==> src/rtl/mult_limb_seq_if.sv <==
// Stream bundle for mult_limb_seq: two operand streams in, one product stream out, plus busy status.
interface mult_limb_seq_if #(
  parameter int unsigned WIDTH = 64
);
  logic [WIDTH-1:0]   input_a_tdata;
  logic               input_a_tvalid;
  logic               input_a_tready;
  logic [WIDTH-1:0]   input_b_tdata;
  logic               input_b_tvalid;
  logic               input_b_tready;
  logic [2*WIDTH-1:0] output_tdata;
  logic               output_tvalid;
  logic               output_tready;
  logic               busy;

  modport master (
    output input_a_tdata, input_a_tvalid, input input_a_tready,
    output input_b_tdata, input_b_tvalid, input input_b_tready,
    input  output_tdata, output_tvalid, output output_tready,
    input  busy
  );

  modport slave (
    input  input_a_tdata, input_a_tvalid, output input_a_tready,
    input  input_b_tdata, input_b_tvalid, output input_b_tready,
    output output_tdata, output_tvalid, input output_tready,
    output busy
  );
endinterface

==> src/rtl/mult_limb_seq.sv <==
// Sequential WIDTH x WIDTH multiplier built from one LIMB x LIMB multiplier and a 2*WIDTH accumulator.
// Optional MULT_PREREG_EN registers the limb product before the accumulator (adds one PIPE cycle).
module mult_limb_seq #(
  parameter int unsigned WIDTH = 64,
  parameter int unsigned LIMB  = 32
) (
  input  logic          clk,
  input  logic          rst,
  mult_limb_seq_if.slave bus
);
  localparam int unsigned N  = WIDTH / LIMB;
  localparam int unsigned PW = 2 * LIMB;
  localparam int unsigned AW = 2 * WIDTH;
  localparam int unsigned IW = (N > 1) ? $clog2(N) : 1;

  typedef enum logic [1:0] {IDLE, MUL, PIPE, OUT} state_t;

  state_t          state_q, state_d;
  logic [WIDTH-1:0] a_q, a_d, b_q, b_d;
  logic [AW-1:0]    acc_q, acc_d, out_q, out_d;
  logic [IW-1:0]    i_q, i_d, j_q, j_d;
  logic             a_rdy, b_rdy;

  logic [LIMB-1:0]  a_limb, b_limb;
  logic [PW-1:0]    prod;
  logic [31:0]      sh;
  logic [AW-1:0]    term, acc_sum;
  logic             last;

  // Limb select and partial product for the current (i, j) pair
  assign a_limb = LIMB'(a_q >> (32'(j_q) * LIMB));
  assign b_limb = LIMB'(b_q >> (32'(i_q) * LIMB));
  assign prod   = PW'(a_limb) * PW'(b_limb);
  assign sh     = (32'(i_q) + 32'(j_q)) * LIMB;
  assign last   = (i_q == IW'(N - 1)) && (j_q == IW'(N - 1));

`ifdef MULT_PREREG_EN
  logic [PW-1:0] prod_q;
  logic [31:0]   sh_q;
  logic          pv_q;

  // Product staged one cycle; pv_q marks a term pending accumulation
  always_ff @(posedge clk) begin
    if (rst) begin
      prod_q <= '0;
      sh_q   <= '0;
      pv_q   <= 1'b0;
    end else begin
      prod_q <= prod;
      sh_q   <= sh;
      pv_q   <= (state_q == MUL);
    end
  end

  assign term = pv_q ? (AW'(prod_q) << sh_q) : '0;
`else
  assign term = AW'(prod) << sh;
`endif

  assign acc_sum = acc_q + term;

  always_ff @(posedge clk) begin
    if (rst) begin
      state_q <= IDLE;
      a_q     <= '0;
      b_q     <= '0;
      acc_q   <= '0;
      out_q   <= '0;
      i_q     <= '0;
      j_q     <= '0;
    end else begin
      state_q <= state_d;
      a_q     <= a_d;
      b_q     <= b_d;
      acc_q   <= acc_d;
      out_q   <= out_d;
      i_q     <= i_d;
      j_q     <= j_d;
    end
  end

  always_comb begin
    state_d = state_q;
    a_d     = a_q;
    b_d     = b_q;
    acc_d   = acc_q;
    out_d   = out_q;
    i_d     = i_q;
    j_d     = j_q;
    a_rdy   = 1'b0;
    b_rdy   = 1'b0;
    case (state_q)
      IDLE: begin
        // Cross-coupled readies: a transfer needs both sides valid together
        a_rdy = bus.input_b_tvalid;
        b_rdy = bus.input_a_tvalid;
        if (bus.input_a_tvalid && bus.input_b_tvalid) begin
          a_d     = bus.input_a_tdata;
          b_d     = bus.input_b_tdata;
          acc_d   = '0;
          i_d     = '0;
          j_d     = '0;
          state_d = MUL;
        end
      end
      MUL: begin
        acc_d = acc_sum;
        if (j_q == IW'(N - 1)) begin
          j_d = '0;
          i_d = IW'(i_q + 1'b1);
        end else begin
          j_d = IW'(j_q + 1'b1);
        end
        if (last) begin
          i_d = '0;
          j_d = '0;
`ifdef MULT_PREREG_EN
          state_d = PIPE;
`else
          out_d   = acc_sum;
          state_d = OUT;
`endif
        end
      end
      PIPE: begin
        acc_d   = acc_sum;
        out_d   = acc_sum;
        state_d = OUT;
      end
      OUT: begin
        if (bus.output_tready) state_d = IDLE;
      end
      default: state_d = IDLE;
    endcase
  end

  assign bus.input_a_tready = a_rdy;
  assign bus.input_b_tready = b_rdy;
  assign bus.output_tvalid  = (state_q == OUT);
  assign bus.output_tdata   = out_q;
  assign bus.busy           = (state_q != IDLE);
endmodule

==> src/flat_wrapper.sv <==
// flat-port wrapper written by rule: the top's interface ports become plain ports
module mult_limb_seq_flat 
#(
  parameter int unsigned WIDTH = 64,
  parameter int unsigned LIMB  = 32
)
  (clk, rst, bus_input_a_tdata, bus_input_a_tvalid, bus_input_a_tready, bus_input_b_tdata, bus_input_b_tvalid, bus_input_b_tready, bus_output_tdata, bus_output_tvalid, bus_output_tready, bus_busy);
  mult_limb_seq_if #(.WIDTH(WIDTH)) bus_i ();
  input  logic clk;
  input  logic rst;
  input wire logic [$bits(bus_i.input_a_tdata)-1:0] bus_input_a_tdata;
  input wire logic [$bits(bus_i.input_a_tvalid)-1:0] bus_input_a_tvalid;
  output wire logic [$bits(bus_i.input_a_tready)-1:0] bus_input_a_tready;
  input wire logic [$bits(bus_i.input_b_tdata)-1:0] bus_input_b_tdata;
  input wire logic [$bits(bus_i.input_b_tvalid)-1:0] bus_input_b_tvalid;
  output wire logic [$bits(bus_i.input_b_tready)-1:0] bus_input_b_tready;
  output wire logic [$bits(bus_i.output_tdata)-1:0] bus_output_tdata;
  output wire logic [$bits(bus_i.output_tvalid)-1:0] bus_output_tvalid;
  input wire logic [$bits(bus_i.output_tready)-1:0] bus_output_tready;
  output wire logic [$bits(bus_i.busy)-1:0] bus_busy;
  assign bus_i.input_a_tdata = bus_input_a_tdata;
  assign bus_i.input_a_tvalid = bus_input_a_tvalid;
  assign bus_input_a_tready = bus_i.input_a_tready;
  assign bus_i.input_b_tdata = bus_input_b_tdata;
  assign bus_i.input_b_tvalid = bus_input_b_tvalid;
  assign bus_input_b_tready = bus_i.input_b_tready;
  assign bus_output_tdata = bus_i.output_tdata;
  assign bus_output_tvalid = bus_i.output_tvalid;
  assign bus_i.output_tready = bus_output_tready;
  assign bus_busy = bus_i.busy;
  mult_limb_seq #(.WIDTH(WIDTH), .LIMB(LIMB)) u_core (.clk(clk), .rst(rst), .bus(bus_i));
endmodule
==> config.mk <==
export PLATFORM = sky130hd
export DESIGN_NAME = mult_limb_seq_flat
export DESIGN_NICKNAME = d
export VERILOG_FILES = /design/src/rtl/mult_limb_seq_if.sv /design/src/rtl/mult_limb_seq.sv /design/src/flat_wrapper.sv
export SDC_FILE = /design/constraint.sdc
export NUM_CORES = 2
export LEC_CHECK = 0
export ABC_CLOCK_PERIOD_IN_PS = 19500
export BUFFER_PORTS_ARGS = -buffer_cell sky130_fd_sc_hd__buf_2
export CORE_ASPECT_RATIO = 0.6
export CORE_MARGIN = 2
export CORE_UTILIZATION = 43
export CTS_CLUSTER_DIAMETER = 40
export DETAILED_ROUTE_END_ITERATION = 7
export GPL_ROUTABILITY_DRIVEN = 1
export HOLD_SLACK_MARGIN = 0.02
export PLACE_DENSITY = 0.63
export SYNTH_ARGS = -nofsm -noshare
export SYNTH_HDL_FRONTEND = slang
export SYNTH_SLANG_ARGS = --single-unit
==> constraint.sdc <==
create_clock -name clk -period 19.5 [get_ports clk]
set_clock_uncertainty 0.05 [all_clocks]
set_input_delay 2.925 -clock clk [delete_from_list [all_inputs] [get_ports clk]]
set_output_delay 2.925 -clock clk [all_outputs]
set_load 0.03 [all_outputs]
## After elaboration in Yosys (flattened, before gate mapping)

Cells that the tools add are included.

| word-level totals | value |
|---|---|
| bits in registers | 388 |
| input port bits | 133 |
| output and inout bits | 132 |

| operators by class | value |
|---|---|
| add/subtract/negate cells | 4 |
| multipliers | 1 |
| equal/unequal tests | 7 |
| shift-type cells | 3 |
| mux-type cells | 17 |
| reductions and logical operators | 14 |

Operator list:

| cell | number |
|---|---|
| one-hot mux 128 bit (2 select lines) | 2 |
| two-way mux 128 bit | 2 |
| adder 128 bit | 1 |
| left shift 64 x 32 -> 128 bit | 1 |
| >> shifter 64 x 6 -> 32 bit | 2 |
| multiplier 32 x 32 -> 64 bit | 1 |
| one-hot mux 2 bit (4 select lines) | 1 |
| AND reduction 2 bit | 4 |
| nonzero test 2 bit | 4 |
| two-way mux 1 bit | 7 |
| two-way mux 2 bit | 3 |
| != test 2 x 1 -> 1 bit (second input constant) | 3 |
| AND reduction 3 bit | 2 |
| equality test 2 bit (second input constant) | 2 |
| one-hot mux 1 bit (2 select lines) | 2 |
| != test 3 x 1 -> 1 bit (second input constant) | 1 |
| adder 1 bit (second input constant) | 2 |
| adder 1 x 1 -> 2 bit | 1 |
| equality test 2 x 1 -> 1 bit (second input constant) | 1 |
| logical AND 1 bit | 2 |
| logical NOT 2 bit | 1 |
| OR reduction 2 bit | 1 |

## Depth between registers and ports, before layout

| depth | value |
|---|---|
| word-level depth | 6 |
| gate-level depth with buffers | 50 |
| mapped depth without buffers | 44 |

## Worst setup path after synthesis

Ideal clock, no wire load.

| timing | value |
|---|---|
| path type | register to register |
| from | reg u_core.j_q |
| to | reg u_core.out_q[124], in the netlist u_core.bus.output_tdata[124] |
| setup time | 70 ps |
| arrival | 11616 ps |
| required time | 19380 ps |
| slack | 7764 ps |
| cell stages (with the launch flop) | 47 |
| path buffers | 5 |
| path through | dfxtp_1 clkbuf_1 buf_1 buf_1 mux2i_1 clkbuf_1 nor2_1 fa_1 inv_1 fa_1 fa_1 fa_1 inv_1 fa_1 inv_1 fa_1 inv_1 fa_1 [... 11 more ...] xor2_1 o21ai_0 and2_1 ha_1 clkbuf_1 a21oi_1 o21ai_0 a211o_1 a21oi_1 o21ai_0 a21o_2 a41oi_4 o21ai_0 a21oi_2 o221ai_2 a2111oi_0 a41oi_1 a21oi_1 |

| between the ends | value |
|---|---|
| cells in the longest elaborated chain, start to end | 6 |
| elaborated cells between the ends (all ways) | 10 |

RTL lines:

| item | line | RTL |
|---|---|---|
| from (decl) | mult_limb_seq.sv:21 | `logic [IW-1:0] i_q, i_d, j_q, j_d;` |
| from (signal assigned) | mult_limb_seq.sv:78 | `j_q <= j_d;` |
| >> shifter 64 x 6 -> 32 bit | mult_limb_seq.sv:31 | `assign a_limb = LIMB'(a_q >> (32'(j_q) * LIMB));` |
| multiplier 32 x 32 -> 64 bit | mult_limb_seq.sv:33 | `assign prod = PW'(a_limb) * PW'(b_limb);` |
| left shift 64 x 32 -> 128 bit | mult_limb_seq.sv:57 | `assign term = AW'(prod) << sh;` |
| adder 128 bit | mult_limb_seq.sv:60 | `assign acc_sum = acc_q + term;` |
| two-way mux 128 bit | mult_limb_seq.sv:114 | `if (last) begin` |
| one-hot mux 128 bit (2 select lines) | mult_limb_seq.sv:92 | `case (state_q)` |
| to (signal assigned) | mult_limb_seq.sv:76 | `out_q <= out_d;` |
| to (decl) | mult_limb_seq.sv:20 | `logic [AW-1:0] acc_q, acc_d, out_q, out_d;` |

Several ways; a longest one is shown, not always the timed one. The select of a mux whose other input is x is not followed.
A chain may end at the register's enable or synchronous reset.

## Final worst setup path

| timing | value |
|---|---|
| from | reg u_core.i_q |
| to | reg u_core.out_q[113], in the netlist u_core.bus.output_tdata[113] |

| between the ends | value |
|---|---|
| cells in the longest elaborated chain, start to end | 6 |
| elaborated cells between the ends (all ways) | 10 |

RTL lines:

| item | line | RTL |
|---|---|---|
| from (decl) | mult_limb_seq.sv:21 |  |
| from (signal assigned) | mult_limb_seq.sv:77 | `i_q <= i_d;` |
| >> shifter 64 x 6 -> 32 bit | mult_limb_seq.sv:32 | `assign b_limb = LIMB'(b_q >> (32'(i_q) * LIMB));` |
| multiplier 32 x 32 -> 64 bit | mult_limb_seq.sv:33 |  |
| left shift 64 x 32 -> 128 bit | mult_limb_seq.sv:57 |  |
| adder 128 bit | mult_limb_seq.sv:60 |  |
| two-way mux 128 bit | mult_limb_seq.sv:114 |  |
| one-hot mux 128 bit (2 select lines) | mult_limb_seq.sv:92 |  |

Several ways; a longest one is shown, not always the timed one. The select of a mux whose other input is x is not followed.

==> flow_metrics.env <==
export IMPL_cts_buffers=54
export IMPL_status="complete, but fails checks"
export IMPL_grt_use_total=0.335
export IMPL_area_delta_synth_final_pct=8.85
export IMPL_io_pins=265
export IMPL_yosys_warnings=0
export IMPL_cts_htree_levels=2
export IMPL_fin_crit_ns=16.94
export IMPL_clockRootBuffer="clkbuf_16"
export IMPL_critical_path_class="reg2reg"
export IMPL_synth_seq_area_share=0.141
export IMPL_maxCapViolations=2
export IMPL_setup_viol_count_final=0
export IMPL_num_fill_cells=12600
export IMPL_ys_dominant_reg_cell="dfxtp_1"
export IMPL_cts_path_max_buffers=3
export IMPL_ant_nets=0
export IMPL_grt_pass1_wl_mm=323
export IMPL_setup_ws_ns=2.56
export IMPL_dp_hpwl_mm=177
export IMPL_via_per_inst=5.80
export IMPL_cts_tree="yes"
export IMPL_holdPathStages=2
export IMPL_port_buffers=264
export IMPL_drtIter0Drc=5561
export IMPL_clkTransAtPathRegs_ns=0.06
export IMPL_slew_headroom=-0.0222
export IMPL_netlist_area_um2=55200
export IMPL_fin_setup_tns_ns=0
export IMPL_post_place_cells=8361
export IMPL_power_total_mw=3.88
export IMPL_postCtsResizedCells=0
export IMPL_crit_path_max_fanout=46
export IMPL_ir_drop_mv=0.0972
export IMPL_slew_viol_final=4
export IMPL_finalHoldViolations=0
export IMPL_cp_start_kind="flop"
export IMPL_synth_fp_nets=8100
export IMPL_power_density_nw_per_um2=64.6
export IMPL_cp_slowest_cell="nor3_1"
export IMPL_num_rows=101
export IMPL_mostFrequentLayoutCells="nand2_1 (1099), inv_1 (900), fa_1 (897), nor2_1 (827), a21oi_1 (483)"
export IMPL_arrival_ns=17.46
export IMPL_end_kind="flop"
export IMPL_layout_drive_gt1_share=0.0948
export IMPL_rsz0062_at_grt="false"
export IMPL_p_leak_nw=27.5
export IMPL_synth_distinct_cells=96
export IMPL_cts_setup_buffers=0
export IMPL_gp_congestion=1.03
export IMPL_pre_cts_ws_ns=3.61
export IMPL_antenna_found_initial=14
export IMPL_nets=8143
export IMPL_grt_ovfl_total=0
export IMPL_fin_cells=8471
export IMPL_async_reset_ff_frac=0
export IMPL_max_stage_delay_ns=0.96
export IMPL_hp_class="reg2reg"
export IMPL_fp_dieArea_um2=131000
export IMPL_period_share=0.869
export IMPL_cts_hold_buf=0
export IMPL_cts_sinks=388
export IMPL_die_x_um=467
export IMPL_die_h_um=282
export IMPL_worst_skew_pair_late_latency_ns=0.68
export IMPL_worstMarginPinSlew_ns=1.52
export IMPL_synth_area_per_cell_um2=8.27
export IMPL_grt_max_degree=92
export IMPL_postSynthCellCount=6675
export IMPL_vias=49100
export IMPL_crit_required_ns=20.01
export IMPL_synth_seq_cells=388
export IMPL_grt_pass1_vias=48000
export IMPL_worst_path_most_repeated_cell="fa_1"
export IMPL_violations="capacitance limit, slew limit"
export IMPL_drt_wl_total_mm=221
export IMPL_drc=0
export IMPL_r2r_cells=42
export IMPL_post_drt_wl_per_cell_um=26.1
export IMPL_drtPass1Iterations=6
export IMPL_timing_fmax_ghz=0.0590
export IMPL_initial_utilization=0.435
export IMPL_core_um2=127000
export IMPL_final_common_cell="nand2_1"
export IMPL_synth_edf_count=0
==> final cells by class <==
class,instances,area [µm²],share of cell area
multi-input combinational,5011,42800,0.713
sequential,388,7770,0.129
inverter,902,3390,0.0564
tap,1699,2130,0.0354
timing repair buffer,361,2060,0.0343
clock buffer,66,1500,0.0249
clock inverter,36,399,0.00664
antenna,8,20.0,0.000333
==> final timing paths <==
check | from | end | slack, ns
max | u_core.i_q | u_core.bus.output_tdata[113] | 2.56
min | u_core.b_q[57] | u_core.b_q[57] | 0.40
max reg2reg | u_core.i_q | u_core.bus.output_tdata[113] | 2.56
min reg2reg | u_core.b_q[57] | u_core.b_q[57] | 0.40
==> power by group <==
part / internal (mW) / total, mW / switching (mW)
Combinational: 0.487 / 1.92 / 1.43
Clock: 0.580 / 1.05 / 0.471
Sequential: 0.857 / 0.913 / 0.0553
Total: 1.92 / 3.88 / 1.95
==> state kept, by name, summed over array words and instances (netlist names) <==
register / cells
u_core.state_q: 2
u_core.acc_q: 128
u_core.bus.output_tdata: 128
u_core.i_q: 1
u_core.j_q: 1
u_core.b_q: 64
u_core.a_q: 64
==> cell families (layout without fill, tap and decap cells) <==
| group | after synthesis | after routing | synth area share |
|---|---|---|---|
| buffers and inverters | 1276 | 1365 | 0.0886 |
| flip-flops | 388 | 388 | 0.141 |
| AND/OR/NAND/NOR | 2236 | 2236 | 0.166 |
| XOR/XNOR | 186 | 186 | 0.0295 |
| other | 0 | 8 | 0 |
| multiplexers | 151 | 151 | 0.0290 |
| AO/OA/AOI/OAI | 1146 | 1146 | 0.131 |
| adder cells (fa/ha/maj) | 1292 | 1292 | 0.415 |
==> per-stage QoR <==
stage | hold slack [ns] | utilization | area, µm²
after global placement | 0.390 | 0.458 | 58200
after detailed placement | 0.394 | 0.458 | 58200
after floorplan | 0.382 | - | 55200
after global routing | 0.422 | 0.473 | 60100
after CTS | 0.402 | 0.473 | 60100
final | 0.399 | 0.474 | 60100
==> layer usage <==
metal	vias up	wire, µm	GRT usage
met5	-	78	0
met3	338	30800	0.128
met4	10	6550	0.0882
met1	24600	101000	0.508
met2	2756	82800	0.434
li1	21400	-	-
==> synth_stat cells, types with 7 or more instances <==
cell | count | area, µm²
a211oi_1 | 22 | 165
a21boi_0 | 10 | 75.1
a21o_1 | 97 | 728
a21oi_1 | 483 | 2420
a221oi_1 | 8 | 70.1
a22o_1 | 62 | 543
a22oi_1 | 64 | 480
a31oi_1 | 23 | 144
and2_1 | 54 | 338
and3_1 | 14 | 87.6
and4_1 | 9 | 78.8
buf_1 | 24 | 90.1
clkbuf_1 | 332 | 1250
clkbuf_8 | 7 | 96.3
dfxtp_1 | 388 | 7770
fa_1 | 897 | 18000
ha_1 | 395 | 4940
inv_1 | 900 | 3380
mux2_2 | 71 | 800
mux2i_1 | 80 | 801
nand2_1 | 1101 | 4130
nand2b_1 | 18 | 113
nand3_1 | 31 | 155
nand4_1 | 71 | 444
nor2_1 | 827 | 3100
nor2b_1 | 18 | 113
nor3_1 | 31 | 155
nor4_1 | 12 | 75.1
o211ai_1 | 16 | 120
o21a_1 | 31 | 233
o21ai_0 | 161 | 806
o21bai_1 | 55 | 413
o22ai_1 | 28 | 175
o31ai_1 | 10 | 75.1
or3_1 | 12 | 75.1
xnor2_1 | 113 | 990
xor2_1 | 73 | 639
==> critical path, delay by kind of cell (launching register included) <==
family                   cells  cell delay, ns
buffers and inverters        6            1.30
multiplexers                 2            1.05
AO/OA/AOI/OAI                8            2.91
XOR/XNOR                     1            0.35
adder cells (fa/ha/maj)     10            4.93
flip-flops                   1            0.56
AND/OR/NAND/NOR             15            5.56
No activity file was read; power rests on OpenSTA's default activity.
